### config.mk
export PLATFORM = sky130hd
export DESIGN_NAME = cluster_demux_flat
export DESIGN_NICKNAME = d
export VERILOG_FILES = /design/src/rtl/cluster_demux_pkg.sv /design/src/rtl/cluster_demux_if.sv /design/src/rtl/cluster_bank_capture.sv /design/src/rtl/cluster_demux.sv /design/src/flat_wrapper.sv
export SDC_FILE = /design/constraint.sdc
export NUM_CORES = 1
export LEC_CHECK = 0
export ABC_AREA = 1
export ABC_CLOCK_PERIOD_IN_PS = 18910
export CELL_PAD_IN_SITES_DETAIL_PLACEMENT = 1
export CELL_PAD_IN_SITES_GLOBAL_PLACEMENT = 1
export CORE_ASPECT_RATIO = 0.7
export CORE_MARGIN = 2
export CORE_UTILIZATION = 37
export CTS_CLUSTER_SIZE = 14
export DETAILED_ROUTE_END_ITERATION = 10
export GPL_ROUTABILITY_DRIVEN = 0
export PLACE_DENSITY_LB_ADDON = 0.1
export SETUP_SLACK_MARGIN = 0.02
export SLEW_MARGIN = 20
export SYNTH_ARGS = -nofsm -noshare
export SYNTH_HDL_FRONTEND = slang
export SYNTH_HIERARCHICAL = 1
export SYNTH_SLANG_ARGS = --single-unit
### constraint.sdc
create_clock -name clock4x -period 18.91 [get_ports clock4x]
set_input_delay 1.891 -clock clock4x [delete_from_list [all_inputs] [get_ports clock4x]]
set_output_delay 1.891 -clock clock4x [all_outputs]
set_load 0.02 [all_outputs]
### src/rtl/cluster_demux_pkg.sv
// Shared widths, slot types and small helpers for the cluster stream demultiplexer.
package cluster_demux_pkg;

  localparam int unsigned MXCLUSTERS        = 8;
  localparam int unsigned MXADRB            = 11;
  localparam int unsigned MXCNTB            = 3;
  localparam int unsigned NPHASES           = 8;
  localparam int unsigned ADR_INVALID_LIMIT = 1536;

  localparam int unsigned PHASEB   = $clog2(NPHASES);
  localparam int unsigned NCLUSTB  = $clog2(MXCLUSTERS + 1);
  localparam int unsigned ADR_BUSW = MXCLUSTERS * MXADRB;
  localparam int unsigned CNT_BUSW = MXCLUSTERS * MXCNTB;

  typedef logic [PHASEB-1:0]     phase_t;
  typedef logic [MXCLUSTERS-1:0] vld_t;
  typedef logic [NCLUSTB-1:0]    nclust_t;
  typedef logic [ADR_BUSW-1:0]   adr_bus_t;
  typedef logic [CNT_BUSW-1:0]   cnt_bus_t;

  typedef struct packed {
    logic [MXADRB-1:0] adr;
    logic [MXCNTB-1:0] cnt;
  } cluster_t;

  function automatic cluster_t get_slot(input adr_bus_t adr, input cnt_bus_t cnt,
                                        input int unsigned k);
    cluster_t s;
    s.adr = adr[k*MXADRB +: MXADRB];
    s.cnt = cnt[k*MXCNTB +: MXCNTB];
    return s;
  endfunction

  function automatic nclust_t popcount(input vld_t v);
    nclust_t n;
    n = '0;
    for (int unsigned i = 0; i < MXCLUSTERS; i++)
      n = n + nclust_t'(v[i]);
    return n;
  endfunction

  // True when the valid slots form a contiguous run starting at slot 0 (2^n-1).
  function automatic logic is_prefix_mask(input vld_t v);
    return (v & (v + vld_t'(1))) == '0;
  endfunction

endpackage

### src/rtl/cluster_demux_if.sv
// Muxed slot input bus plus de-interleaved frame outputs of the cluster demultiplexer.
interface cluster_demux_if;
  import cluster_demux_pkg::*;

  logic     resync;
  adr_bus_t adr_in;
  cnt_bus_t cnt_in;

  adr_bus_t even_adr;
  cnt_bus_t even_cnt;
  adr_bus_t odd_adr;
  cnt_bus_t odd_cnt;
  vld_t     even_vld;
  vld_t     odd_vld;
  nclust_t  even_nclust;
  nclust_t  odd_nclust;
  logic     frame_valid;
  logic     overflow;
  logic     order_err;

  modport master (
    output resync, adr_in, cnt_in,
    input  even_adr, even_cnt, odd_adr, odd_cnt, even_vld, odd_vld,
           even_nclust, odd_nclust, frame_valid, overflow, order_err
  );

  modport slave (
    input  resync, adr_in, cnt_in,
    output even_adr, even_cnt, odd_adr, odd_cnt, even_vld, odd_vld,
           even_nclust, odd_nclust, frame_valid, overflow, order_err
  );

endinterface

### src/rtl/cluster_bank_capture.sv
// One parity bank: captures all 8 slots on cap_i and registers valid mask, count and integrity bits.
module cluster_bank_capture
  import cluster_demux_pkg::*;
#(
  parameter int unsigned ADR_LIMIT = ADR_INVALID_LIMIT
) (
  input  logic     clk_i,
  input  logic     rst_i,
  input  logic     cap_i,
  input  adr_bus_t adr_i,
  input  cnt_bus_t cnt_i,
  output adr_bus_t adr_o,
  output cnt_bus_t cnt_o,
  output vld_t     vld_o,
  output nclust_t  nclust_o,
  output logic     full_o,
  output logic     order_err_o
);

  adr_bus_t adr_q;
  cnt_bus_t cnt_q;
  vld_t     vld_q, vld_d;
  nclust_t  nclust_q;
  logic     full_q;
  logic     order_err_q;
  cluster_t slot;

  always_comb begin
    vld_d = '0;
    slot  = '0;
    for (int unsigned k = 0; k < MXCLUSTERS; k++) begin
      slot     = get_slot(adr_i, cnt_i, k);
      vld_d[k] = 32'(slot.adr) < ADR_LIMIT;
    end
  end

  // Invalid slots keep their raw adr/cnt; only the valid mask marks them.
  always_ff @(posedge clk_i or posedge rst_i) begin
    if (rst_i) begin
      adr_q       <= '0;
      cnt_q       <= '0;
      vld_q       <= '0;
      nclust_q    <= '0;
      full_q      <= 1'b0;
      order_err_q <= 1'b0;
    end else if (cap_i) begin
      adr_q       <= adr_i;
      cnt_q       <= cnt_i;
      vld_q       <= vld_d;
      nclust_q    <= popcount(vld_d);
      full_q      <= &vld_d;
      order_err_q <= !is_prefix_mask(vld_d);
    end
  end

  assign adr_o       = adr_q;
  assign cnt_o       = cnt_q;
  assign vld_o       = vld_q;
  assign nclust_o    = nclust_q;
  assign full_o      = full_q;
  assign order_err_o = order_err_q;

endmodule

### src/rtl/cluster_demux.sv
// De-interleaves the 160 MHz muxed cluster stream into even/odd BX banks, published once per frame.
module cluster_demux
  import cluster_demux_pkg::*;
#(
  parameter phase_t      CAP_EVEN  = 3'd3,
  parameter phase_t      CAP_ODD   = 3'd7,
  parameter int unsigned ADR_LIMIT = ADR_INVALID_LIMIT
) (
  input logic             clock4x,
  input logic             reset,
  cluster_demux_if.slave  bus
);

  phase_t phase_q, phase_d;
  logic   cap_even, cap_odd;

  adr_bus_t hold_adr, odd_adr;
  cnt_bus_t hold_cnt, odd_cnt;
  vld_t     hold_vld, odd_vld;
  nclust_t  hold_nclust, odd_nclust;
  logic     hold_full, odd_full;
  logic     hold_order, odd_order;
  logic     hold_full_q;

  adr_bus_t ev_adr_q;
  cnt_bus_t ev_cnt_q;
  vld_t     ev_vld_q;
  nclust_t  ev_nclust_q;
  logic     ev_full_q, ev_order_q;
  logic     pub_q;

  adr_bus_t even_adr_q, odd_adr_q;
  cnt_bus_t even_cnt_q, odd_cnt_q;
  vld_t     even_vld_q, odd_vld_q;
  nclust_t  even_nclust_q, odd_nclust_q;
  logic     frame_valid_q, overflow_q, order_err_q;

  assign cap_even = (phase_q == CAP_EVEN);
  assign cap_odd  = (phase_q == CAP_ODD);

  // Capture decisions use the current phase, so a resync on a capture edge still captures.
  always_comb begin
    phase_d = phase_q + phase_t'(1);
    if (bus.resync)
      phase_d = '0;
  end

  cluster_bank_capture #(.ADR_LIMIT(ADR_LIMIT)) u_hold_bank (
    .clk_i       (clock4x),
    .rst_i       (reset),
    .cap_i       (cap_even),
    .adr_i       (bus.adr_in),
    .cnt_i       (bus.cnt_in),
    .adr_o       (hold_adr),
    .cnt_o       (hold_cnt),
    .vld_o       (hold_vld),
    .nclust_o    (hold_nclust),
    .full_o      (hold_full),
    .order_err_o (hold_order)
  );

  cluster_bank_capture #(.ADR_LIMIT(ADR_LIMIT)) u_odd_bank (
    .clk_i       (clock4x),
    .rst_i       (reset),
    .cap_i       (cap_odd),
    .adr_i       (bus.adr_in),
    .cnt_i       (bus.cnt_in),
    .adr_o       (odd_adr),
    .cnt_o       (odd_cnt),
    .vld_o       (odd_vld),
    .nclust_o    (odd_nclust),
    .full_o      (odd_full),
    .order_err_o (odd_order)
  );

  always_ff @(posedge clock4x or posedge reset) begin
    if (reset) begin
      phase_q       <= '0;
      hold_full_q   <= 1'b0;
      ev_adr_q      <= '0;
      ev_cnt_q      <= '0;
      ev_vld_q      <= '0;
      ev_nclust_q   <= '0;
      ev_full_q     <= 1'b0;
      ev_order_q    <= 1'b0;
      pub_q         <= 1'b0;
      even_adr_q    <= '0;
      even_cnt_q    <= '0;
      odd_adr_q     <= '0;
      odd_cnt_q     <= '0;
      even_vld_q    <= '0;
      odd_vld_q     <= '0;
      even_nclust_q <= '0;
      odd_nclust_q  <= '0;
      frame_valid_q <= 1'b0;
      overflow_q    <= 1'b0;
      order_err_q   <= 1'b0;
    end else begin
      phase_q     <= phase_d;
      hold_full_q <= hold_full_q | cap_even;
      pub_q       <= cap_odd;

      // Until a real even capture has happened since reset, the even stage reports empty.
      if (cap_odd) begin
        ev_adr_q    <= hold_adr;
        ev_cnt_q    <= hold_cnt;
        ev_vld_q    <= hold_full_q ? hold_vld : '0;
        ev_nclust_q <= hold_full_q ? hold_nclust : '0;
        ev_full_q   <= hold_full_q & hold_full;
        ev_order_q  <= hold_full_q & hold_order;
      end

      frame_valid_q <= pub_q;
      if (pub_q) begin
        even_adr_q    <= ev_adr_q;
        even_cnt_q    <= ev_cnt_q;
        odd_adr_q     <= odd_adr;
        odd_cnt_q     <= odd_cnt;
        even_vld_q    <= ev_vld_q;
        odd_vld_q     <= odd_vld;
        even_nclust_q <= ev_nclust_q;
        odd_nclust_q  <= odd_nclust;
        overflow_q    <= overflow_q | ev_full_q | odd_full;
        order_err_q   <= order_err_q | ev_order_q | odd_order;
      end
    end
  end

  assign bus.even_adr    = even_adr_q;
  assign bus.even_cnt    = even_cnt_q;
  assign bus.odd_adr     = odd_adr_q;
  assign bus.odd_cnt     = odd_cnt_q;
  assign bus.even_vld    = even_vld_q;
  assign bus.odd_vld     = odd_vld_q;
  assign bus.even_nclust = even_nclust_q;
  assign bus.odd_nclust  = odd_nclust_q;
  assign bus.frame_valid = frame_valid_q;
  assign bus.overflow    = overflow_q;
  assign bus.order_err   = order_err_q;

endmodule

### src/flat_wrapper.sv
// flat-port wrapper written by rule: the top's interface ports become plain ports
module cluster_demux_flat import cluster_demux_pkg::*;
#(
  parameter phase_t      CAP_EVEN  = 3'd3,
  parameter phase_t      CAP_ODD   = 3'd7,
  parameter int unsigned ADR_LIMIT = ADR_INVALID_LIMIT
)
  (clock4x, reset, bus_resync, bus_adr_in, bus_cnt_in, bus_even_adr, bus_even_cnt, bus_odd_adr, bus_odd_cnt, bus_even_vld, bus_odd_vld, bus_even_nclust, bus_odd_nclust, bus_frame_valid, bus_overflow, bus_order_err);
  cluster_demux_if bus_i ();
  input logic clock4x;
  input logic reset;
  input wire logic [$bits(bus_i.resync)-1:0] bus_resync;
  input wire logic [$bits(bus_i.adr_in)-1:0] bus_adr_in;
  input wire logic [$bits(bus_i.cnt_in)-1:0] bus_cnt_in;
  output wire logic [$bits(bus_i.even_adr)-1:0] bus_even_adr;
  output wire logic [$bits(bus_i.even_cnt)-1:0] bus_even_cnt;
  output wire logic [$bits(bus_i.odd_adr)-1:0] bus_odd_adr;
  output wire logic [$bits(bus_i.odd_cnt)-1:0] bus_odd_cnt;
  output wire logic [$bits(bus_i.even_vld)-1:0] bus_even_vld;
  output wire logic [$bits(bus_i.odd_vld)-1:0] bus_odd_vld;
  output wire logic [$bits(bus_i.even_nclust)-1:0] bus_even_nclust;
  output wire logic [$bits(bus_i.odd_nclust)-1:0] bus_odd_nclust;
  output wire logic [$bits(bus_i.frame_valid)-1:0] bus_frame_valid;
  output wire logic [$bits(bus_i.overflow)-1:0] bus_overflow;
  output wire logic [$bits(bus_i.order_err)-1:0] bus_order_err;
  assign bus_i.resync = bus_resync;
  assign bus_i.adr_in = bus_adr_in;
  assign bus_i.cnt_in = bus_cnt_in;
  assign bus_even_adr = bus_i.even_adr;
  assign bus_even_cnt = bus_i.even_cnt;
  assign bus_odd_adr = bus_i.odd_adr;
  assign bus_odd_cnt = bus_i.odd_cnt;
  assign bus_even_vld = bus_i.even_vld;
  assign bus_odd_vld = bus_i.odd_vld;
  assign bus_even_nclust = bus_i.even_nclust;
  assign bus_odd_nclust = bus_i.odd_nclust;
  assign bus_frame_valid = bus_i.frame_valid;
  assign bus_overflow = bus_i.overflow;
  assign bus_order_err = bus_i.order_err;
  cluster_demux #(.CAP_EVEN(CAP_EVEN), .CAP_ODD(CAP_ODD), .ADR_LIMIT(ADR_LIMIT)) u_core (.clock4x(clock4x), .reset(reset), .bus(bus_i));
endmodule
== Yosys cells after proc, flatten, opt, wreduce, memory -nomap -nowiden ==
Cells that the tools add are included.
Cells by class
  eq/ne operators: 2
  $add $sub $neg: 9
  reduce and logical (&&, ||, !) cells: 3
  order comparisons: 8
  bitwise operators: 8
  muxes and demuxes: 3
Operator list (number)
  < comparator 11 bit, second input constant: 8
  adder 4 x 1 -> 4 bit: 4
  adder 8 x 1 -> 8 bit, second input constant: 1
  AND 8 bit: 1
  logical NOT 8 bit: 1
  2-to-1 mux 8 bit: 1
  AND reduction 8 bit: 1
  bitwise OR 1 bit: 5
  adder 3 x 1 -> 4 bit: 1
  2-to-1 mux 4 bit: 1
  adder 2 x 1 -> 3 bit: 1
  adder 3 x 1 -> 3 bit, second input constant: 1
  equality test 3 x 2 -> 1 bit, second input constant: 1
  equality test 3 bit, second input constant: 1
  2-to-1 mux 3 bit: 1
  adder 1 x 1 -> 2 bit: 1
  AND 1 bit: 2
  logical NOT 1 bit: 1
Storage, ports and cells
  output and inout port bits: 251
  register bits: 634
  input port bits: 115

== Logic depth before layout (Yosys ltp) ==
Gate-level depths: netlist of run 1.
  word-level depth: 8
  gate-level depth with buffers: 11

== Modules after synthesis ==
Netlist of run 1, hierarchy kept.
Modules (own cells, without submodules)
  cluster_demux: cells each 1518, area each 14543.9 um^2, times used 1
  cluster_bank_capture: cells each 565, area each 4981.0 um^2, times used 2

== Least setup slack after synthesis of run 1 ==
Ideal clock, no wire load.
  path kind: input-to-reg
  start point: in bus_adr_in[10]
  end point: reg u_core.u_hold_bank.nclust_q[2] (netlist: u_core/u_hold_bank/nclust_o[2])
  setup slack: 14467 ps
  setup time: 83 ps
  required time: 18827 ps
  arrival time: 4361 ps
  cell stages on the path: 11
  cell sequence: nand2_1 inv_1 fa_1 inv_1 fa_1 fa_1 ha_1 inv_1 fa_1 xor2_1 o21ai_0
On the way
  longest elaborated chain between the ends: 8
Ends and longest elaborated chain
  start, declared: line flat_wrapper.sv:13  | input wire logic [$bits(bus_i.adr_in)-1:0] bus_adr_in;
  < comparator 11 bit: line cluster_bank_capture.sv:33  | vld_d[k] = 32'(slot.adr) < ADR_LIMIT;
  adder 1 x 1 -> 2 bit: line cluster_demux_pkg.sv:38  | n = n + nclust_t'(v[i]);
  adder 2 x 1 -> 3 bit: line cluster_demux_pkg.sv:38
  adder 3 x 1 -> 4 bit: line cluster_demux_pkg.sv:38
  adder 4 x 1 -> 4 bit (4 in series): line cluster_demux_pkg.sv:38
  end signal, assigned: line cluster_bank_capture.sv:50  | nclust_q <= popcount(vld_d);
  end, declared: line cluster_bank_capture.sv:23  | nclust_t nclust_q;
No other way between the ends.
A chain may end at the register's enable or synchronous reset.

== Final worst setup path of run 1 ==
  start point: in bus_adr_in[21]
  end point: reg u_core.u_hold_bank.nclust_q[2] (netlist: u_core/u_hold_bank/nclust_o[2])
On the way
  longest elaborated chain between the ends: 8
Ends and longest elaborated chain
  < comparator 11 bit: line cluster_bank_capture.sv:33
  via u_core.u_hold_bank.vld_d[1]: line cluster_bank_capture.sv:22  | vld_t vld_q, vld_d;
  adder 1 x 1 -> 2 bit: line cluster_demux_pkg.sv:38
  adder 2 x 1 -> 3 bit: line cluster_demux_pkg.sv:38
  adder 3 x 1 -> 4 bit: line cluster_demux_pkg.sv:38
  adder 4 x 1 -> 4 bit (4 in series): line cluster_demux_pkg.sv:38
The timed path passes the listed nets, and every way through them passes these cells.

==> reports/results.ini, run 1 <==
[setup_path]
crit_slowest_cell=clkdlybuf4s50_1
critPathKind=in2reg
critPathRequiredTime_ns=19.34
critPathBufInv=4
path_common_cell=fa_1
slowest_delay_ns=0.70
critical_path.startpoint_type=input port
crit_path_cell_trace=clkdlybuf4s50_1 > nand2_1 > inv_1 > fa_1 > inv_1 > fa_1 > fa_1 > ha_1 > inv_1 > fa_1 > xor2_1 > o21ai_0
critPathMaxFanout=4
endpoint_kind=register
arrival_ns=5.24
cp_top_family=adder cells

[global_routing]
overflow=0
grt_pass1_wl_um=111700
antenna_found_initial=5
grt_pass1_vias=19820
track_usage_pct=20.68
grt_max_degree=131

[synth]
syn-num-nets=2785
synth_xor_area_share_pct=0.07148
synth-simple-area-share_pct=18.59
ys_seq_area_share_pct=64.74
synthAdderAreaFrac_pct=1.368
syn_area_um2=24510
synth_seq_cells=634
synth_top_family_by_area=simple AND/OR/NAND/NOR gates
ys_warn_count=6
synth_compound_area_share_pct=7.567
synth.distinct_cells=21
synth_mux_area_share_pct=0
postSynthCellCount=2648
synth.avg_cell_area_um2=9.255

[detailed_routing]
post_drt_wl_per_cell_um=17.91
drt_iter0_drc=1059
met1_length_um=32500
remaining_drc_errors=0
detail_route.vias_per_cell=4.692
wl_met3_um=2842
ant_nets=0
dr.pass1.iters=5
drt-total-wl_um=69670
highest_layer=met5
vias=18250
wl_met2_um=33010

[cells_and_area]
areaGrowthSynthToFinish_pct=25.89
fin_area_um2=30850
fillCellCount=7364
nets=3095
final_cell_mix=1,078 x nand2_1, 633 x dfrtp_1, 365 x clkdlybuf4s50_1
final_common_cell=nand2_1
layout-drive-gt1-share_pct=4.293

[run]
maxCapViolations=0

[sta]
tns_ns=0
max_freq_mhz=207.7
relSlewSlack_pct=27.77
maxSlewViolCount=0
rsz0062_at_grt=false
finalSetupViolCount=0
post-route-period-util_pct=25.46
tightest_slew_ns=1.083
hold_violations=0
finClkSkew_ns=0.01841
post-route-min-period_ns=4.814
postLayoutSetupSlackWorst_ns=14.10

[floorplanning]
initial_core_util_pct=37.59
ios=366
die_h_um=219.3
dieArea_um2=68340
coreArea_um2=65190
floorplan.rows=78
die_w_um=311.6

[pwr]
powerDensity_nw_per_um2=138.5
leakagePower_nw=14.59
ir_drop_uv=57.75

[clock_network]
clkSlewWorstSetupHoldPaths_ns=0.06
holdBufCountCts=0
cts_max_path_buffers=3
clock_sinks=634
cts_made_buffers=66
cts_setup_buffers=0
h-tree-depth=3
cts_tree=built
cts-resized-gates=0
clock_latency_ns=0.59
cts-root-buf=clkbuf_16

[placement]
placed_cell_area_um2=28620
buffer_ports.inserted=365
hpwl_um=43800
dp_slack_ns=13.51

[status]
status=completed

[hold_path]
hold_class=reg2reg

## path summary, 6_finish.rpt
kind,cells past startpoint,slack (ns),end,from
max in group asynchronous,4,14.59,u_core/ev_adr_q[50]$_DFFE_PP0N_,reset
max,12,14.10,u_core/u_hold_bank/nclust_o[2]$_DFFE_PP0P_,bus_adr_in[21]
min reg2reg,1,0.42,u_core/phase_q[0]$_DFF_PP0_,u_core/phase_q[0]$_DFF_PP0_
max reg2reg,4,14.96,u_core/bus.even_cnt[17]$_DFFE_PP0P_,u_core/pub_q$_DFF_PP0_
min in group asynchronous,2,2.08,u_core/bus.odd_adr[30]$_DFFE_PP0P_,reset
min,1,0.42,u_core/phase_q[0]$_DFF_PP0_,u_core/phase_q[0]$_DFF_PP0_
## kinds of logic (layout without fill, tap and decap cells)
logic type               after synthesis  after routing
XOR/XNOR                               2              2
other                                  0              4
AO/OA/AOI/OAI                        368            368
adder cells (fa/ha/maj)               22             22
buffers and inverters                418            775
flip-flops                           634            634
AND/OR/NAND/NOR                     1204           1204
## power breakdown
part	internal (mW)	switching, mW	leakage [nW]	total, mW
clock network	0.789	0.539	1.09	1.33
registers	1.76	0.221	7.84	1.98
logic	0.418	0.551	5.66	0.970
total	2.96	1.31	14.6	4.27
## state kept, by name (all words and copies together) (netlist names), 24 cells and up
| signal | flops |
|---|---|
| u_core/bus.even_adr | 88 |
| u_core/bus.even_cnt | 24 |
| u_core/bus.odd_adr | 88 |
| u_core/bus.odd_cnt | 24 |
| u_core/ev_adr_q | 88 |
| u_core/ev_cnt_q | 24 |
| u_core/u_hold_bank/adr_o | 88 |
| u_core/u_hold_bank/cnt_o | 24 |
| u_core/u_odd_bank/adr_o | 88 |
| u_core/u_odd_bank/cnt_o | 24 |
## layer usage
layer	up-vias	track usage [%]
li1	8675	-
met1	9196	28.26
met2	286	33.97
met3	89	3.884
met4	2	5.481
met5	-	0
## final cells by class
| class | instances | area [µm²] | share of cell area (%) |
|---|---|---|---|
| sequential | 634 | 15870 | 51.44 |
| multi-input combinational | 1596 | 6802 | 22.05 |
| timing repair buffer | 380 | 3774 | 12.23 |
| clock buffer | 103 | 2100 | 6.805 |
| tap | 880 | 1101 | 3.569 |
| inverter | 280 | 1084 | 3.512 |
| clock inverter | 12 | 112.6 | 0.3650 |
| antenna | 4 | 10.01 | 0.03245 |
## per-stage QoR
step | util (%) | total power [mW] | instances | hold slack (ns)
3_3_place_gp | 43.89 | 2.934 | 3770 | 0.4173
5_1_grt | 47.32 | 4.534 | 3889 | 0.4435
3_5_place_dp | 43.90 | 2.980 | 3770 | 0.4199
4_1_cts | 47.29 | 4.341 | 3885 | 0.4290
2_1_floorplan | - | 2.462 | 2648 | 0.3884
6_report | 47.32 | 4.274 | 3889 | 0.4236
## Yosys cell counts, drive strengths merged
library cell / n / area share [%]
or2: 3 / 0.077
clkbuf: 26 / 0.40
ha: 14 / 0.71
a21oi: 92 / 1.9
dfrtp: 634 / 65
nor2: 101 / 1.5
nand3: 20 / 0.41
nand4: 2 / 0.051
o21ai: 268 / 5.5
inv: 280 / 4.3
a21o: 2 / 0.061
fa: 8 / 0.65
buf: 112 / 3.0
xor2: 2 / 0.071
nand2: 1078 / 17
a31oi: 6 / 0.15
(Power assumes the default switching activity.)
==> run 2, diff against run 1 <==
- ABC_CLOCK_PERIOD_IN_PS: 18910 -> 4700
- clock period: 18.91 -> 4.7 ns (I/O delays scaled with it)
==> run 2 against run 1 <==
  * Critical endpoint is now u_core/u_odd_bank/nclust_o[2]$_DFFE_PP0P_
  * Sequential share of layout area decreased by 0.31 points
  * Clock power grew to 4.1 times the previous value
  * Largest power group unchanged
  * Global-route usage is 0.28 points higher
  * Cell count is 0.26% higher
==> reports/results.ini, run 2 (same netlist as run 1, synthesis figures left out) <==
[setup_path]
slowest_delay_ns=0.58  ; -0.12 ns
r2r_start=u_core/phase_q[0]$_DFF_PP0_
critPathMaxFanout=4  ; unchanged
endpoint_kind=register
rrSetupSlack_ns=2.01  ; -12.95 ns
r2r_end=u_core/u_hold_bank/adr_o[47]$_DFFE_PP0P_
critPathRequiredTime_ns=5.13  ; -14.21 ns
critical_path.startpoint_type=input port
path_common_cell=fa_1
ff2ff_path_depth=6  ; +2
critPathKind=in2reg
crit_path_cell_trace=clkdlybuf4s50_1 > nand2_1 > inv_1 > fa_1 > inv_1 > fa_1 > fa_1 > ha_1 > inv_1 > fa_1 > xor2_1 > o21ai_0
arrival_ns=3.80  ; -1.44 ns
crit_slowest_cell=clkdlybuf4s50_1

[floorplanning]
coreArea_um2=65190  ; unchanged
ios=366  ; unchanged
floorplan.rows=78  ; unchanged
dieArea_um2=68340  ; unchanged
initial_core_util_pct=37.59  ; unchanged
die_w_um=311.6  ; unchanged
die_h_um=219.3  ; unchanged

[hold_path]
hold_class=reg2reg
whs_endpoint=u_core/phase_q[0]$_DFF_PP0_
hold_depth=1  ; unchanged
hp-start=u_core/phase_q[0]$_DFF_PP0_

[clock_network]
clock_latency_ns=0.60  ; about the same
holdBufCountCts=0  ; unchanged
h-tree-depth=3  ; unchanged
cts_tree=built
cts_setup_buffers=0  ; unchanged
cts-root-buf=clkbuf_16
cts_made_buffers=68  ; +3.0%
cts_max_path_buffers=3  ; unchanged
clock_sinks=634  ; unchanged
clkSlewWorstSetupHoldPaths_ns=0.06  ; about the same
cts-resized-gates=0  ; unchanged

[pwr]
powerDensity_nw_per_um2=558.3  ; +300%
ir_drop_uv=237.5  ; +310%
clockPowerShare_pct=31.5  ; +0.4 points
internal-power_mw=12.00  ; +310%
total_power_mw=17.33  ; +310%
leakagePower_nw=14.67  ; +0.53%
pwr-share-comb_pct=22.6  ; about the same
seq_power_share_pct=45.8  ; -0.4 points
sw_frac_of_total_pct=30.72  ; +0.037 points
switching_power_mw=5.322  ; +310%

[cells_and_area]
layout-drive-gt1-share_pct=4.577  ; +0.28 points
fillCellCount=7478  ; +1.5%
areaGrowthSynthToFinish_pct=26.65
final_cell_mix=1,078 x nand2_1, 633 x dfrtp_1, 365 x clkdlybuf4s50_1
fin_util_pct=47.61  ; +0.29 points
final_common_cell=nand2_1
nets=3102  ; +0.23%

[sta]
maxSlewViolCount=0  ; unchanged
tns_ns=0  ; unchanged
finClkSkew_ns=0.01775  ; -0.0006641 ns
max_freq_mhz=296.8
rsz0062_at_grt=false
relSlewSlack_pct=36.11  ; +8.3 points
hold_slack_ns=0.4224  ; -0.001148 ns
hold_violations=0  ; unchanged
finalSetupViolCount=0  ; unchanged
tightest_slew_ns=0.9584  ; -0.1250 ns
post-route-min-period_ns=3.369
post-route-period-util_pct=71.68

[status]
status=completed

[global_routing]
use_met1_pct=28.06  ; -0.20 points
top_usage_layer=met2
grt_pass1_vias=20030  ; +1.0%
antenna_found_initial=3  ; -2
overflow=0  ; unchanged
grt_use_met3_pct=4.158  ; +0.27 points
grt_max_degree=145  ; +11%
use_met2_pct=34.68  ; +0.71 points
grt_pass1_wl_um=113300  ; +1.4%
track_usage_pct=20.96  ; +0.28 points

[detailed_routing]
vias=18320  ; +0.40%
drt_iter0_drc=991  ; -6.4%
post_drt_wl_per_cell_um=18.06  ; +0.80%
remaining_drc_errors=0  ; unchanged
detail_route.vias_per_cell=4.699  ; +0.14%
dr.pass1.iters=5  ; unchanged
drt-total-wl_um=70410  ; +1.1%
ant_nets=0  ; unchanged

[placement]
buffer_ports.inserted=365  ; unchanged
hpwl_um=44880  ; +2.5%

[run]
maxCapViolations=0  ; unchanged

==> run 2: cell types whose count changed in the layout (fill, tap and decap cells not counted), sizes merged <==
cell / previous run / this run
buf: 15 / 20
clkinv: 9 / 17
clkbuf: 103 / 96
bufinv: 2 / 6
==> run 2: worst max-delay path by stage <==
stage,from,to,depth (start not counted)
after detailed placement,bus_adr_in[10],u_core/u_odd_bank/nclust_o[2]$_DFFE_PP0P_,12
after global placement,bus_adr_in[10],u_core/u_odd_bank/nclust_o[2]$_DFFE_PP0P_,12
after floorplan,reset,u_core/bus.even_adr[0]$_DFFE_PP0P_,1
after global routing,bus_adr_in[10],u_core/u_odd_bank/nclust_o[2]$_DFFE_PP0P_,12
after CTS,bus_adr_in[10],u_core/u_odd_bank/nclust_o[2]$_DFFE_PP0P_,12
final,bus_adr_in[10],u_core/u_odd_bank/nclust_o[2]$_DFFE_PP0P_,12
==> run 2: through the flow <==
step | setup WS [ns] | cells | cell area [µm²]
3_5_place_dp | 0.7262 | 3774 | 28760
4_1_cts | 1.368 | 3894 | 31000
2_1_floorplan | -0.9040 | 2648 | 24510
5_1_grt | 1.143 | 3899 | 31040
6_report | 1.331 | 3899 | 31040
3_3_place_gp | 0.8235 | 3774 | 28760
==> run 2: per-layer routing <==
metal	share of wire, %	vias to the layer above
met3	4.1	96
met5	0	-
met1	46	9264
li1	-	8683
met2	47	278
met4	2.4	0
==> run 2: area by class of cell <==
cell class              instances  area [µm²]  area share [%]
inverters                     280        1075           3.463
multi-input cells            1596        6802           21.91
clock buffers                  96        1971           6.349
flip-flops and latches        634       15870           51.13
clock inverters                24       274.0          0.8829
repair buffers                385        3936           12.68
well taps                     880        1101           3.548
diodes                          4       10.01         0.03225
==> run 2: power by group through the flow <==
| stage | clock network [mW] | logic [mW] | registers (mW) |
|---|---|---|---|
| floorplan | 0 | 1.37 | 8.54 |
| global placement | 0 | 3.84 | 7.96 |
| detailed placement | 0 | 3.97 | 8.04 |
| CTS | 5.63 | 4.00 | 7.97 |
| global route | 5.86 | 4.38 | 8.15 |
| finish | 5.46 | 3.92 | 7.94 |
==> run 2: worst max-delay path, delay by kind of cell <==
kind / cells / cell delay, ns
simple gates: 1 / 0.23
fa+ha+maj: 5 / 2.06
compound gates: 1 / 0.08
xor+xnor: 1 / 0.14
buf+inv: 4 / 0.80
